--- src/rtl/vga_timing_gen.sv ---
`timescale 1ns/1ps
// vga_timing_gen: parametrised VGA raster timing (pixel/line counters, sync, blanking, strobes).
// Optional 8-bit frame counter port is enabled by defining VGA_FRAME_CNT_EN.
module vga_timing_gen #(
  parameter int H_VISIBLE = 640,
  parameter int H_FRONT   = 16,
  parameter int H_SYNC    = 96,
  parameter int H_BACK    = 48,
  parameter int V_VISIBLE = 480,
  parameter int V_FRONT   = 10,
  parameter int V_SYNC    = 2,
  parameter int V_BACK    = 33,
  parameter int H_W       = 10,
  parameter int V_W       = 10,
  parameter bit SYNC_POL  = 1'b0
) (
  input  logic           Clk,
  input  logic           reset,
  input  logic           pix_en,
  output logic [H_W-1:0] pix_x,
  output logic [V_W-1:0] pix_y,
  output logic           hsync,
  output logic           vsync,
  output logic           video_on,
  output logic           line_end,
  output logic           frame_end
`ifdef VGA_FRAME_CNT_EN
  ,
  output logic [7:0]     frame_cnt
`endif
);

  localparam int H_TOTAL = H_VISIBLE + H_FRONT + H_SYNC + H_BACK;
  localparam int V_TOTAL = V_VISIBLE + V_FRONT + V_SYNC + V_BACK;

  localparam logic [H_W-1:0] H_LAST     = H_W'(H_TOTAL - 32'd1);
  localparam logic [H_W-1:0] H_VIS_END  = H_W'(H_VISIBLE);
  localparam logic [H_W-1:0] H_SYNC_BEG = H_W'(H_VISIBLE + H_FRONT);
  localparam logic [H_W-1:0] H_SYNC_END = H_W'(H_VISIBLE + H_FRONT + H_SYNC);
  localparam logic [H_W-1:0] H_ONE      = H_W'(32'd1);

  localparam logic [V_W-1:0] V_LAST     = V_W'(V_TOTAL - 32'd1);
  localparam logic [V_W-1:0] V_VIS_END  = V_W'(V_VISIBLE);
  localparam logic [V_W-1:0] V_SYNC_BEG = V_W'(V_VISIBLE + V_FRONT);
  localparam logic [V_W-1:0] V_SYNC_END = V_W'(V_VISIBLE + V_FRONT + V_SYNC);
  localparam logic [V_W-1:0] V_ONE      = V_W'(32'd1);

  logic [H_W-1:0] hcount_r;
  logic [V_W-1:0] vcount_r;
  logic           h_last_s;
  logic           v_last_s;
  logic           h_sync_s;
  logic           v_sync_s;

  // Raster counters: hcount wraps at H_TOTAL-1, vcount steps on each hcount wrap.
  always_ff @(posedge Clk or negedge reset) begin
    if (!reset) begin
      hcount_r <= '0;
      vcount_r <= '0;
    end else if (pix_en) begin
      if (h_last_s) begin
        hcount_r <= '0;
        if (v_last_s) begin
          vcount_r <= '0;
        end else begin
          vcount_r <= vcount_r + V_ONE;
        end
      end else begin
        hcount_r <= hcount_r + H_ONE;
      end
    end else begin
      hcount_r <= hcount_r;
      vcount_r <= vcount_r;
    end
  end

  // Decodes of the current counter state; zero skew against pix_x/pix_y.
  always_comb begin
    h_last_s  = (hcount_r == H_LAST);
    v_last_s  = (vcount_r == V_LAST);
    h_sync_s  = (hcount_r >= H_SYNC_BEG) && (hcount_r < H_SYNC_END);
    v_sync_s  = (vcount_r >= V_SYNC_BEG) && (vcount_r < V_SYNC_END);
    pix_x     = hcount_r;
    pix_y     = vcount_r;
    if (h_sync_s) begin
      hsync = SYNC_POL;
    end else begin
      hsync = ~SYNC_POL;
    end
    if (v_sync_s) begin
      vsync = SYNC_POL;
    end else begin
      vsync = ~SYNC_POL;
    end
    video_on  = (hcount_r < H_VIS_END) && (vcount_r < V_VIS_END);
    line_end  = pix_en && h_last_s;
    frame_end = pix_en && h_last_s && v_last_s;
  end

`ifdef VGA_FRAME_CNT_EN
  logic [7:0] frame_cnt_r;

  // Frame counter: free-running modulo 256, one step per frame_end.
  always_ff @(posedge Clk or negedge reset) begin
    if (!reset) begin
      frame_cnt_r <= 8'd0;
    end else if (frame_end) begin
      frame_cnt_r <= frame_cnt_r + 8'd1;
    end else begin
      frame_cnt_r <= frame_cnt_r;
    end
  end

  assign frame_cnt = frame_cnt_r;
`endif

endmodule

--- config.mk ---
export PLATFORM = sky130hd
export DESIGN_NAME = vga_timing_gen
export DESIGN_NICKNAME = d
export VERILOG_FILES = /design/src/rtl/vga_timing_gen.sv
export SDC_FILE = /design/constraint.sdc
export NUM_CORES = 1
export LEC_CHECK = 0
export ABC_AREA = 1
export BUFFER_PORTS_ARGS = -buffer_cell sky130_fd_sc_hd__buf_2
export CORE_MARGIN = 8
export CORE_UTILIZATION = 45
export DETAILED_ROUTE_END_ITERATION = 7
export PLACE_DENSITY = 0.75
export SLEW_MARGIN = 20
export SYNTH_ARGS = -nofsm -noshare
export SYNTH_HDL_FRONTEND = slang
export SYNTH_SLANG_ARGS = --single-unit
--- constraint.sdc ---
create_clock -name Clk -period 2.1 [get_ports Clk]
set_clock_uncertainty 0.15 [all_clocks]
set_input_delay 0.42 -clock Clk [delete_from_list [all_inputs] [get_ports Clk]]
set_output_delay 0.42 -clock Clk [all_outputs]
set_load 0.01 [all_outputs]
==> results of run 1 <==
## worst paths after layout
kind                               start        end  slack (ns)  depth (start not counted)
max in group asynchronous          reset   pix_y[9]        1.04                          2
min in group asynchronous          reset   pix_y[4]        0.42                          2
worst max register to register  pix_y[0]   pix_y[4]        0.30                          9
worst min register to register  pix_x[2]   pix_x[2]        0.43                          2
worst min-delay path              pix_en   pix_x[0]        0.25                          2
worst max-delay path            pix_y[1]  frame_end        0.01                          7
## worst register-to-register path: cells and delay by family, from the launching register on
kind	cells	cell delay (ns)
buffers and inverters	4	0.46
AND/OR/NAND/NOR	3	0.41
flip-flops	1	0.40
adder cells (fa/ha/maj)	1	0.22
AO/OA/AOI/OAI	1	0.07
## cell families (layout without fill, tap and decap cells)
kind of cell | after synthesis | count (layout) | share of synthesized area, %
adder cells (fa/ha/maj) | 5 | 5 | 4.854
buffers and inverters | 31 | 73 | 10.10
XOR/XNOR | 6 | 6 | 4.078
flip-flops | 20 | 20 | 38.83
AO/OA/AOI/OAI | 18 | 18 | 8.058
AND/OR/NAND/NOR | 89 | 89 | 34.08
## state kept, by name, summed over array words and instances, names as in the netlist
name / count
pix_x: 10
pix_y: 10
## metrics by stage
stage               std cells  hold WS [ns]  util (%)
global placement          225        0.2400     53.00
detailed placement        225        0.2547     53.00
finish                    242        0.2509     59.40
global route              242        0.2729     59.40
CTS                       233        0.2503     55.88
floorplan                 169      -0.02559         -
## metal layers
metal  vias up  GRT usage [%]
li1        636              -
met1       587          16.01
met2        41          21.31
met3         5          5.293
met4         0          3.417
met5         -              0
## timing repair
action                                  CTS  global route
resized for setup                         3            13
hold endpoints to repair                 20             0
endpoints found under the setup margin    4             4
setup buffers                             3            10
hold buffers                              1             0
pin swaps                                 2             4
## cell type report
class / count / area, um^2
fill: 254 / 1110
inverter: 27 / 101.3
timing repair buffer: 42 / 250.2
tap: 31 / 38.79
multi-input combinational: 118 / 690.7
sequential: 20 / 506.7
clock buffer: 4 / 36.28
## where the power goes
part / switching (mW) / internal (mW) / total (mW)
logic: 0.183 / 0.132 / 0.315
clock network: 0.134 / 0.106 / 0.240
registers: 0.0643 / 0.435 / 0.499
## cell usage after synthesis (all sizes together)
| library cell | count | area (um^2) |
|---|---|---|
| o21ai | 11 | 55.05 |
| nand4 | 9 | 71.32 |
| nand3 | 14 | 70.07 |
| nor4 | 3 | 18.77 |
| dfrtp | 20 | 500.5 |
| inv | 27 | 101.4 |
| nand2 | 33 | 126.4 |
| nor2 | 25 | 126.4 |
| nor3 | 4 | 20.02 |
| a41oi | 1 | 8.760 |
| o211ai | 3 | 22.52 |
| or2 | 1 | 6.260 |
| buf | 3 | 23.77 |
| xnor2 | 1 | 8.760 |
| a21oi | 2 | 10.01 |
| xor2 | 5 | 43.79 |
| clkbuf | 1 | 5.000 |
| ha | 5 | 62.56 |
| o21bai | 1 | 7.510 |
==> results.txt, run 1 <==
- Area of all placed cells without fillers: around 0.0016 mm^2
- Summed over all failing endpoints, the final setup total negative slack is 0 ns.
- In this design, the stage delay of the slowest critical-path cell is about 0.41 ns.
- The worst hold path belongs to the class in2reg.
- The initialized floorplan defines 19 standard-cell rows.
- Among the stages of the critical path, the cell type that occurs most often is inv_2.
- Derived from the worst setup path, the maximum achievable clock frequency is 479.4 MHz.
- Syn Nets: 177
* Syn-to-layout area delta: 26.02%
- Yosys warnings: 0
- Width of the die: 69.52 um
- Cell count after synthesis: approximately 170
- Worst Path Arrival: approximately 1.5 ns
- In this run the worst path has a maximum fanout of 2.
- Max IR drop VDD: roughly 0.61 mV
- For this design the ratio of total power to cell area is between 600 and 700 mW/mm^2.
- Summed over all nets, wire length on met3 after detailed routing comes to ~230 um.
* Number of max-cap violations: 0
* Smallest setup slack after layout: around 0.014 ns
- In this run the number of H-tree levels came out at 1.
* Setup repair after global routing missed its margin: yes
- Counting I/O delays and the setup requirement, the final critical path takes 2.086 ns.
- Routed signal wires occupy layers up through met4.
- The count of final hold-check violations came to 0.
- The setup path with the least slack is of type reg2out.
* TritonCTS clock tree: yes
- Unique cell type count in the Yosys netlist: 27
- Critical Path Start Type: register
- Number of global-route vias before repair: between 1000 and 1500
- Synthesis-stage register bit count: 20
* Sum of routed wire length over all layers: roughly 3200 um
- Sequential cells were found to cover between 30% and 40% of the synthesized design area.
* Clock-pin transition on the worst setup and hold timing paths: approximately 0.12 ns
* Cell-by-cell listing of the critical path: inv_2 > ha_1 > inv_2 > nor4_2 > nand4_1 > nor2_1 > buf_2
* Initial antenna violation count: 0
- Leaving out fill and tap cells, the most frequent cells in the layout are nand2_1 (29), buf_2 (27), inv_1 (21).
* Largest net degree at the start of global routing: 21
* Mean instance size in the synthesized netlist: between 7 and 8 um^2
* Core region area: ~0.0027 mm^2
- Dividing the detail-routed wire length by the instance count gives roughly 13 um.
- Worst slew margin relative to its limit: just under 70%
- M1 wire length: 1440 um
- Placed Instance Area: ~0.0014 mm^2
- At the worst endpoint, the required time is 1.53 ns.
* Count of input and output buffers: 27
* Post-Syn Area: 0.001289 mm^2
- Ports: 28
* Critical path buffer and inverter count: 3
- Number of slew-limit violations in the final report: 0
- Total number of vias: ~1300
- The worst setup path is captured at an output pin.
- Global routing used between 10% and 20% of the available tracks.
- Routability Congestion: around 0.87
- For this run, the detailed router's first-pass iteration total came to 4.
- The number of clock buffers added by TritonCTS is 3.
- Total overflow reported by the global router: 0
* Nets: 220
- Total Die Area: a little under 0.005 mm^2
- Largest delay contributor family on the critical path: flip-flops
- Highest-delay cell along the critical path: dfrtp_1
- Post-detailed-route count of antenna-violating nets: 0
- In the routed design, unresolved DRC markers number 0.
* Share of the cycle needed by the critical path after routing: between 90% and 100%
- Share of cells above drive strength 1: 35.07%
- Die H: 69.52 um
- Dividing the detail-routed via count by the number of cells gives ~5.2.
- The routed design uses between 1500 and 2000 um of met2 wire.
- The clock passes through at most 2 buffers.
- For this design the static power due to leakage is just over 0.8 nW.
- For the pin with the worst max-slew slack, the measured transition is between 0.4 and 0.5 ns.
- Dpl hpwl: 2231 um
- Post-layout total power: 1.054 mW
- The library cell used most frequently in the layout, excluding fill and tap cells, is nand2_1.
- Initial standard-cell utilization of the core: between 40% and 50%
- Count of inserted antenna diode cells: 0
- Setup slack at placement: around 0.27 ns
* Result of the run: finished, final reports clean
- For the worst-skew pair, the clock arrives at the later sink with an insertion delay of 0.32 ns.
- Setup violations remaining at the end of the flow were counted as 0.
- Global-route wire length before repair: roughly 5400 um
- Count of routing violations after the opening detailed-route iteration: approximately 110
- Root Buffer: clkbuf_4
* # clock sinks: 20
(Power assumes the default switching activity.)
==> inputs of run 2 (changes only) <==
- SETUP_SLACK_MARGIN: unset -> 0.02
==> run 2 against run 1 <==
Net effect:
- non-clock buffer count grew 3
- clock power is essentially flat
- critical path depth is the same
- critical path type unchanged
- critical endpoint unchanged
- largest power group unchanged
==> results.txt, run 2 (synthesized netlist as in run 1, its figures left out) <==
- Result of the run: finished, final reports clean (unchanged)
* Nets: 223 (was 220)
- Reg-to-Reg End: pix_y[4] (unchanged)
- The remaining design rule violation count was 0 (unchanged).
* Data required time at the worst endpoint: 1.53 ns (about the same)
- The leakage component of the power is 0.8481 nW (was 0.8319 nW).
- The maximum level of the CTS H-tree came to 1 (unchanged).
- The area growth from synthesis to layout was 28.74% (was 26.02%).
* Worst hold path class: in2reg (unchanged)
- FF/Latch Area: 508.0 um^2 (was 506.7 um^2)
- Reg2reg path depth: 9 (unchanged)
- The first-iteration detailed-routing DRC count was 125 (was 107).
- Vias per inst: 5.273 (was 5.244)
- The floorplan die area was 0.004832 mm^2 (unchanged).
- Post-layout total power: 1.064 mW (was 1.054 mW)
* Largest net degree at the start of global routing: 21 (unchanged)
- Dpl hpwl: 2231 um (unchanged)
* Finished Layout Cells: 245 (was 242)
* Number of placement rows: 19 (unchanged)
- The post-route clock period utilization was 98.99% (was 99.32%).
- The category of the worst setup path launch point is a register (unchanged).
- The initial antenna violation count is 0 (unchanged).
* Share of cells above drive strength 1: 36.45% (was 35.07%)
- Least-Margin Pin Slew: 0.4756 ns (was 0.4702 ns)
- The combined global-route utilization of all metal layers came to 13.27% (unchanged).
- The worst-path maximum fanout came to 2 (unchanged).
- The number of vias in the routed layout was 1292 (was 1269).
- The clock period minus worst slack came to 2.079 ns (was 2.086 ns).
* Launching instance or port of the critical path: pix_y[1] (unchanged)
- Post-detailed-route count of antenna-violating nets: 0 (unchanged)
- The critical path start-end classification was reg2out (unchanged).
- The register clock-pin slew on the reported worst setup and hold paths is 0.12 ns (about the same).
- The data arrival time of the critical path came to 1.51 ns (was 1.52 ns).
- Worst-case clock buffer depth: 2 (unchanged)
- Most frequent standard cell in the layout excluding fill and tap cells: nand2_1 (unchanged)
- Worst-Skew Late Latency: 0.32 ns (about the same)
- The global-route wire length before repair came to 5423 um (unchanged).
- Endpoint type of the worst setup path: output pin (unchanged)
* CTS Buf Count: 3 (unchanged)
* Worst slew margin relative to its limit: 68.29% (was 68.65%)
- The count of antenna diodes in the layout came to 0 (unchanged).
* Power Density: 641.2 mW/mm^2 (was 649.1 mW/mm^2)
* Fin Setup TNS: 0 ns (unchanged)
- Ports: 28 (unchanged)
- Sum of routed wire length over all layers: 3300 um (was 3227 um)
* Count of input and output buffers: 27 (unchanged)
- The maximum clock rate was 481.1 MHz (was 479.4 MHz).
- Hold Slack: 0.2494 ns (was 0.2509 ns)
* Routability Congestion: 0.8715 (unchanged)
- Number of max-cap violations: 0 (unchanged)
- Core region area: 0.002734 mm^2 (unchanged)
* Commonest non-fill, non-tap cells in the layout: nand2_1 (29), buf_2 (27), inv_1 (21) (unchanged)
- Hold Vio Cnt, Final: 0 (unchanged)
- The total congestion overflow after global routing was 0 (unchanged).
- TritonCTS clock tree: yes (unchanged)
- Root Buffer: clkbuf_4 (unchanged)
* Routed wirelength normalized by instance count: 13.47 um (was 13.33 um)
- The worst ir drop on vdd came to 0.6093 mV (was 0.6085 mV).
- Setup slack at placement: 0.2698 ns (unchanged)
* # clock sinks: 20 (unchanged)
- Die H: 69.52 um (unchanged)
* Number of detailed-route iterations in the first pass: 4 (unchanged)
- The number of pins with negative max-slew slack in the final report is 0 (unchanged).
* Number of fill cells in the layout: 249 (was 254)
- Initial standard-cell utilization of the core: 47.14% (unchanged)
- The width of the die came to 69.52 um (unchanged).
* Setup repair after global routing missed its margin: yes (unchanged)
* Setup slack on the worst flop-to-flop path: 0.29 ns (was 0.30 ns)
* Dpl cells: 225 (unchanged)
* Area occupied by multi-input gates: 701.9 um^2 (was 690.7 um^2)
- The origin of the critical flop-to-flop path was pix_y[0] (unchanged).
- The number of global-route vias before repair was 1173 (unchanged).
- Crit path capture: frame_end (unchanged)
- Endpoints failing setup: 0 (unchanged)
- The final setup slack of the worst path is 0.02123 ns (was 0.01426 ns).
[run 2: how the worst min path moves through the flow]
| stage | startpoint | to | cells past startpoint |
|---|---|---|---|
| 3_3_place_gp | reset | pix_x[3] | 1 |
| 4_1_cts | pix_en | pix_x[0] | 2 |
| 5_1_grt | pix_en | pix_x[1] | 2 |
| 6_report | pix_en | pix_x[0] | 2 |
| 3_5_place_dp | reset | pix_x[2] | 1 |
| 2_1_floorplan | reset | pix_x[0] | 0 |
[run 2: routing by layer]
| layer | wire length, um | GRT usage, % | share of wire [%] |
|---|---|---|---|
| met3 | 256 | 5.293 | 7.8 |
| met5 | 0 | 0 | 0 |
| met2 | 1577 | 21.31 | 48 |
| met1 | 1453 | 16.01 | 44 |
| met4 | 12 | 3.417 | 0.36 |
[run 2: critical path: stages (launching register included)]
cell	delay [ns]
dfrtp_1	0.41
inv_2	0.06
ha_1	0.15
inv_2	0.04
nor4_2	0.12
nand4_1	0.14
nor2_1	0.13
buf_2	0.14
[run 2: final cells by class]
cell class                 instances  area share (%)
timing repair buffer              45           16.44
inverter                          27           6.109
multi-input combinational        118           42.31
sequential                        20           30.62
clock buffer                       4           2.187
tap                               31           2.338
[run 2: metrics by stage]
step | instance area, um^2 | utilization (%)
after global placement | 1449 | 53.00
final | 1659 | 60.69
after CTS | 1528 | 55.88
after global routing | 1659 | 60.69
after floorplan | 1289 | -
after detailed placement | 1449 | 53.00
[run 2: timing repair]
| item | 4_1_cts | 5_1_grt |
|---|---|---|
| setup buffers | 3 | 13 |
| setup endpoints to repair | 4 | 4 |
| hold endpoints to repair | 20 | 0 |
| gates resized for setup | 3 | 16 |
| hold buffers | 1 | 0 |
| pin swaps | 2 | 7 |
[run 2: power breakdown]
group / internal [mW] / switching (mW) / total (mW)
clock: 0.106 / 0.136 / 0.242
combinational: 0.136 / 0.186 / 0.322
sequential: 0.435 / 0.0649 / 0.500
total: 0.677 / 0.386 / 1.06
==> inputs of run 3 (changes only) <==
- ABC_AREA: 1 -> unset
- PLACE_DENSITY: 0.75 -> 0.76
==> run 3 against run 2 <==
Net effect:
- the flow now finishes with violations (setup timing)
- register-to-register slack worse by 0.18 ns
- fmax is 17% lower
- sequential power is 5.4% lower
- via count is 22% lower
- clock-buffer cell count stayed put
- clock power is 8.3% lower
- critical path depth is 3 lower
- worst setup slack worse by 0.42 ns
- sequential cell count stayed put
- highest routed layer unchanged
- power is 2.5% lower
- critical path type unchanged
- cell count is 25% lower
==> results.txt, run 3 <==
- Result of the run: finished, violations left (was finished, final reports clean).
- Violations in the final reports: setup timing
- The sequential fraction of design power came to 45.6% (was 47.0%).
- The count of antenna diodes in the layout came to 0 (unchanged).
- Syn Nets: 118 (was 177)
* Overall fraction of global-route tracks in use: 12.87% (was 13.27%)
- Most frequent standard cell in the layout excluding fill and tap cells: buf_2 (was nand2_1)
- The number of synthesized flops with an enable pin came to 0 (unchanged).
* Critical Setup Path Class: reg2out (unchanged)
* Critical Path Start Type: register (unchanged)
- Data required time at the worst endpoint: 1.53 ns (about the same)
* Least-Margin Pin Slew: 0.4626 ns (was 0.4756 ns)
- TritonCTS clock tree: yes (unchanged)
- Initial standard-cell utilization of the core: 46.66% (was 47.14%)
- The summed instance area of the synthesized netlist came to 0.001135 mm^2 (was 0.001289 mm^2).
- Core region area: 0.002432 mm^2 (was 0.002734 mm^2)
- Power Density: 692.9 mW/mm^2 (was 641.2 mW/mm^2)
- Endpoint type of the worst setup path: output pin (unchanged)
- Nets: 163 (was 223)
* Die H: 66.22 um (was 69.52 um)
* Number of fill cells in the layout: 212 (was 249)
- The total area of sequential cells is 505.5 um^2 (was 508.0 um^2).
- The post-synthesis cell type with the largest combined area was dfrtp_1 (unchanged).
- The CTS buffer count is 3 (unchanged).
- Async set-or-reset flop fraction in the synthesized netlist: 100.0% (unchanged)
- The leading cell type by number of instances after synthesis is dfrtp_1 (was nand2_1).
- Worst-Skew Late Latency: 0.30 ns (was 0.32 ns)
- The synthesized area divided by synthesized cell count came to 10.32 um^2 (was 7.626 um^2).
* Sequential share of the synthesized area: 44.10% (was 38.83%)
* Cell count after synthesis: 110 (was 169)
- The detailed-router iteration count before antenna repair is 4 (unchanged).
- The number of global-route vias before repair came to 1039 (was 1173).
* Endpoints failing setup: 3 (was 0)
- The relative contribution of the clock network to total power is 21.4% (was 22.8%).
* Sum of routed wire length over all layers: 2750 um (was 3300 um)
- The reg-to-reg setup timing slack came to 0.11 ns (was 0.29 ns).
- Top_reg_cell synth: dfrtp_1 (unchanged)
* Cell-by-cell listing of the critical path: or4b_4 > or3_4 > nor2_4 > buf_6 (was inv_2 > ha_1 > inv_2 > nor4_2 > nand4_1 > nor2_1 > buf_2)
- The number of vias in the routed layout is 1006 (was 1292).
- Initial antenna violation count: 0 (unchanged)
- Fraction of power spent switching nets: 33.08% (was 36.32%)
- The number of distinct library cells after synthesis came to 32 (was 27).
- The count of nets left with antenna violations after detail routing is 0 (unchanged).
* Count of input and output buffers: 27 (unchanged)
- Share of the cycle needed by the critical path after routing: 119.2% (was 98.99%)
- The root buffer cell is clkbuf_4 (unchanged).
* Combinational cell fraction of total power: 32.9% (was 30.3%)
- Top-area cell type share of the netlist area: 44.10% (was 38.83%)
- The cell type of the slowest stage on the worst timing path is or4b_4 (was dfrtp_1).
* Maximum fanout encountered on the critical timing path: 3 (was 2)
- The detail-routed net length per standard cell was 14.95 um (was 13.47 um).
- Number of slew-limit violations in the final report: 0 (unchanged)
- Commonest non-fill, non-tap cells in the layout: buf_2 (25), dfrtp_1 (16), buf_4 (14) (was nand2_1 (29), buf_2 (27), inv_1 (21))
* Setup repair after global routing missed its margin: yes (unchanged)
* Global-route wire length before repair: 4429 um (was 5423 um)
- Worst hold path class: in2reg (unchanged)
- Max IR drop VDD: 0.4317 mV (was 0.6093 mV)
- Net switching power: 0.3430 mW (was 0.3863 mW)
- Clock-pin transition on the worst setup and hold timing paths: 0.12 ns (about the same)
- Vias per inst: 5.467 (was 5.273)
* Final critical path time including I/O delays and setup: 2.503 ns (was 2.079 ns)
- Residual DRC: 0 (unchanged)
- The floorplan die area is 0.004385 mm^2 (was 0.004832 mm^2).
- R2R Path Start: pix_x[5] (was pix_y[0])
- Routability Congestion: 0.8185 (was 0.8715)
- The leakage component of the power is 0.7082 nW (was 0.8481 nW).
- Dominant cells by area after synthesis: dfrtp_1 (44%), xnor2_1 (8.5%), nand3_1 (5.7%) (was dfrtp_1 (39%), nand2_1 (9.3%), inv_1 (7.0%))
- The first-iteration detailed-routing DRC count was 42 (was 125).
- Yosys warnings: 0 (unchanged)
- Area occupied by multi-input gates: 615.6 um^2 (was 701.9 um^2)
- The total number of placement rows is 18 (was 19).
- Crit path capture: frame_end (unchanged)
* Width of the die: 66.22 um (was 69.52 um)
- The maximum level of the CTS H-tree is 1 (unchanged).
* Dpl hpwl: 2106 um (was 2231 um)
- The final setup slack of the worst path is -0.4025 ns (was 0.02123 ns).
- The clock sink count was 20 (unchanged).
* Worst Hold Depth: 2 (unchanged)
- Largest net degree at the start of global routing: 21 (unchanged)
- Setup slack at placement: -0.08404 ns (was 0.2698 ns)
* Worst-case clock buffer depth: 2 (unchanged)
- The area growth from synthesis to layout came to 31.86% (was 28.74%).
- Reg-to-Reg End: pix_y[3] (was pix_y[4])
- Leading post-synthesis cells by instance count: dfrtp_1 (20), nand3_1 (13), xnor2_1 (11) (was nand2_1 (32), inv_1 (24), dfrtp_1 (20))
* Cell-internal power: 0.6939 mW (was 0.6774 mW)
- The number of maximum-capacitance constraint violations came to 0 (unchanged).
* Timing-limited maximum frequency: 399.6 MHz (was 481.1 MHz)
* Hold Vio Cnt, Final: 0 (unchanged)
- The total power consumption of the routed design was 1.037 mW (was 1.064 mW).
- The data arrival time of the critical path is 1.93 ns (was 1.51 ns).
* Reg2reg path depth: 5 (was 9)
- The start point of the critical path was pix_x[5] (was pix_y[1]).
- The number of ports placed on the die boundary is 28 (unchanged).
- Share of cells above drive strength 1: 41.56% (was 36.45%)
- Total overflow reported by the global router: 0 (unchanged)
* Biggest cell delay along the critical path: 0.54 ns (was 0.41 ns)
* Worst slew margin relative to its limit: 69.16% (was 68.29%)
- Synthesis-stage register bit count: 20 (unchanged)
-- run 3: critical path: cells and delay by family, from the launching register on --
kind | cells | cell delay [ns]
buffers and inverters | 1 | 0.12
flip-flops | 1 | 0.42
AND/OR/NAND/NOR | 3 | 1.09
-- run 3: repair_timing --
action | in CTS | in global routing
hold endpoints to repair | 20 | 0
gates cloned | 0 | 0
pin swaps | 2 | 3
setup endpoints to repair | 8 | 7
buffers inserted | 0 | 4
hold buffers | 1 | 0
gates resized for setup | 5 | 7
-- run 3: power groups by stage --
stage | Sequential [mW] | Clock (mW) | Combinational (mW)
finish | 0.473 | 0.222 | 0.341
CTS | 0.474 | 0.231 | 0.347
floorplan | 0.521 | 0 | 0.163
global placement | 0.479 | 0 | 0.327
global route | 0.481 | 0.251 | 0.378
detailed placement | 0.481 | 0 | 0.333
-- run 3: routing by layer --
metal  wire (um)  global-route usage [%]  part of all wire [%]
met1        1223                   14.50                    44
met2        1352                   22.56                    49
met3         160                   3.559                   5.8
met4          14                   4.533                  0.51
met5           0                       0                     0
-- run 3: through the flow --
stage               util (%)  instance area, um^2  hold slack [ns]  setup TNS, ns  std cells
finish                 61.52                 1496           0.2193        -0.8255        184
global placement       56.43                 1373           0.2391       -0.06930        175
CTS                    59.26                 1441           0.2118        -0.8929        180
floorplan                  -                 1136         -0.02559        -0.2371        110
global route           61.52                 1496           0.2197        -0.9898        184
detailed placement     56.43                 1373           0.2468       -0.09443        175
-- run 3: area by class of cell --
type	instances	area share, %
clock buffer	4	2.425
tap	30	2.508
timing repair buffer	43	18.31
inverter	6	1.839
multi-input combinational	81	41.14
sequential	20	33.78
-- run 3: worst min-delay path by stage --
stage	start	to	slack [ns]
final	pix_en	pix_x[1]	0.22
after global routing	pix_en	pix_x[0]	0.22
after CTS	pix_en	pix_x[1]	0.21
after detailed placement	reset	pix_x[2]	0.25
after global placement	reset	pix_x[2]	0.24
after floorplan	reset	pix_x[0]	-0.03
-- run 3: logic make-up after synthesis --
family	synth area share [%]
DFF	44.10
and+or+nand+nor	29.88
buffers and inverters	4.080
xor gates and xnor gates	10.03
AOI/OAI and AO/OA	6.396
adders and majority gates	5.513
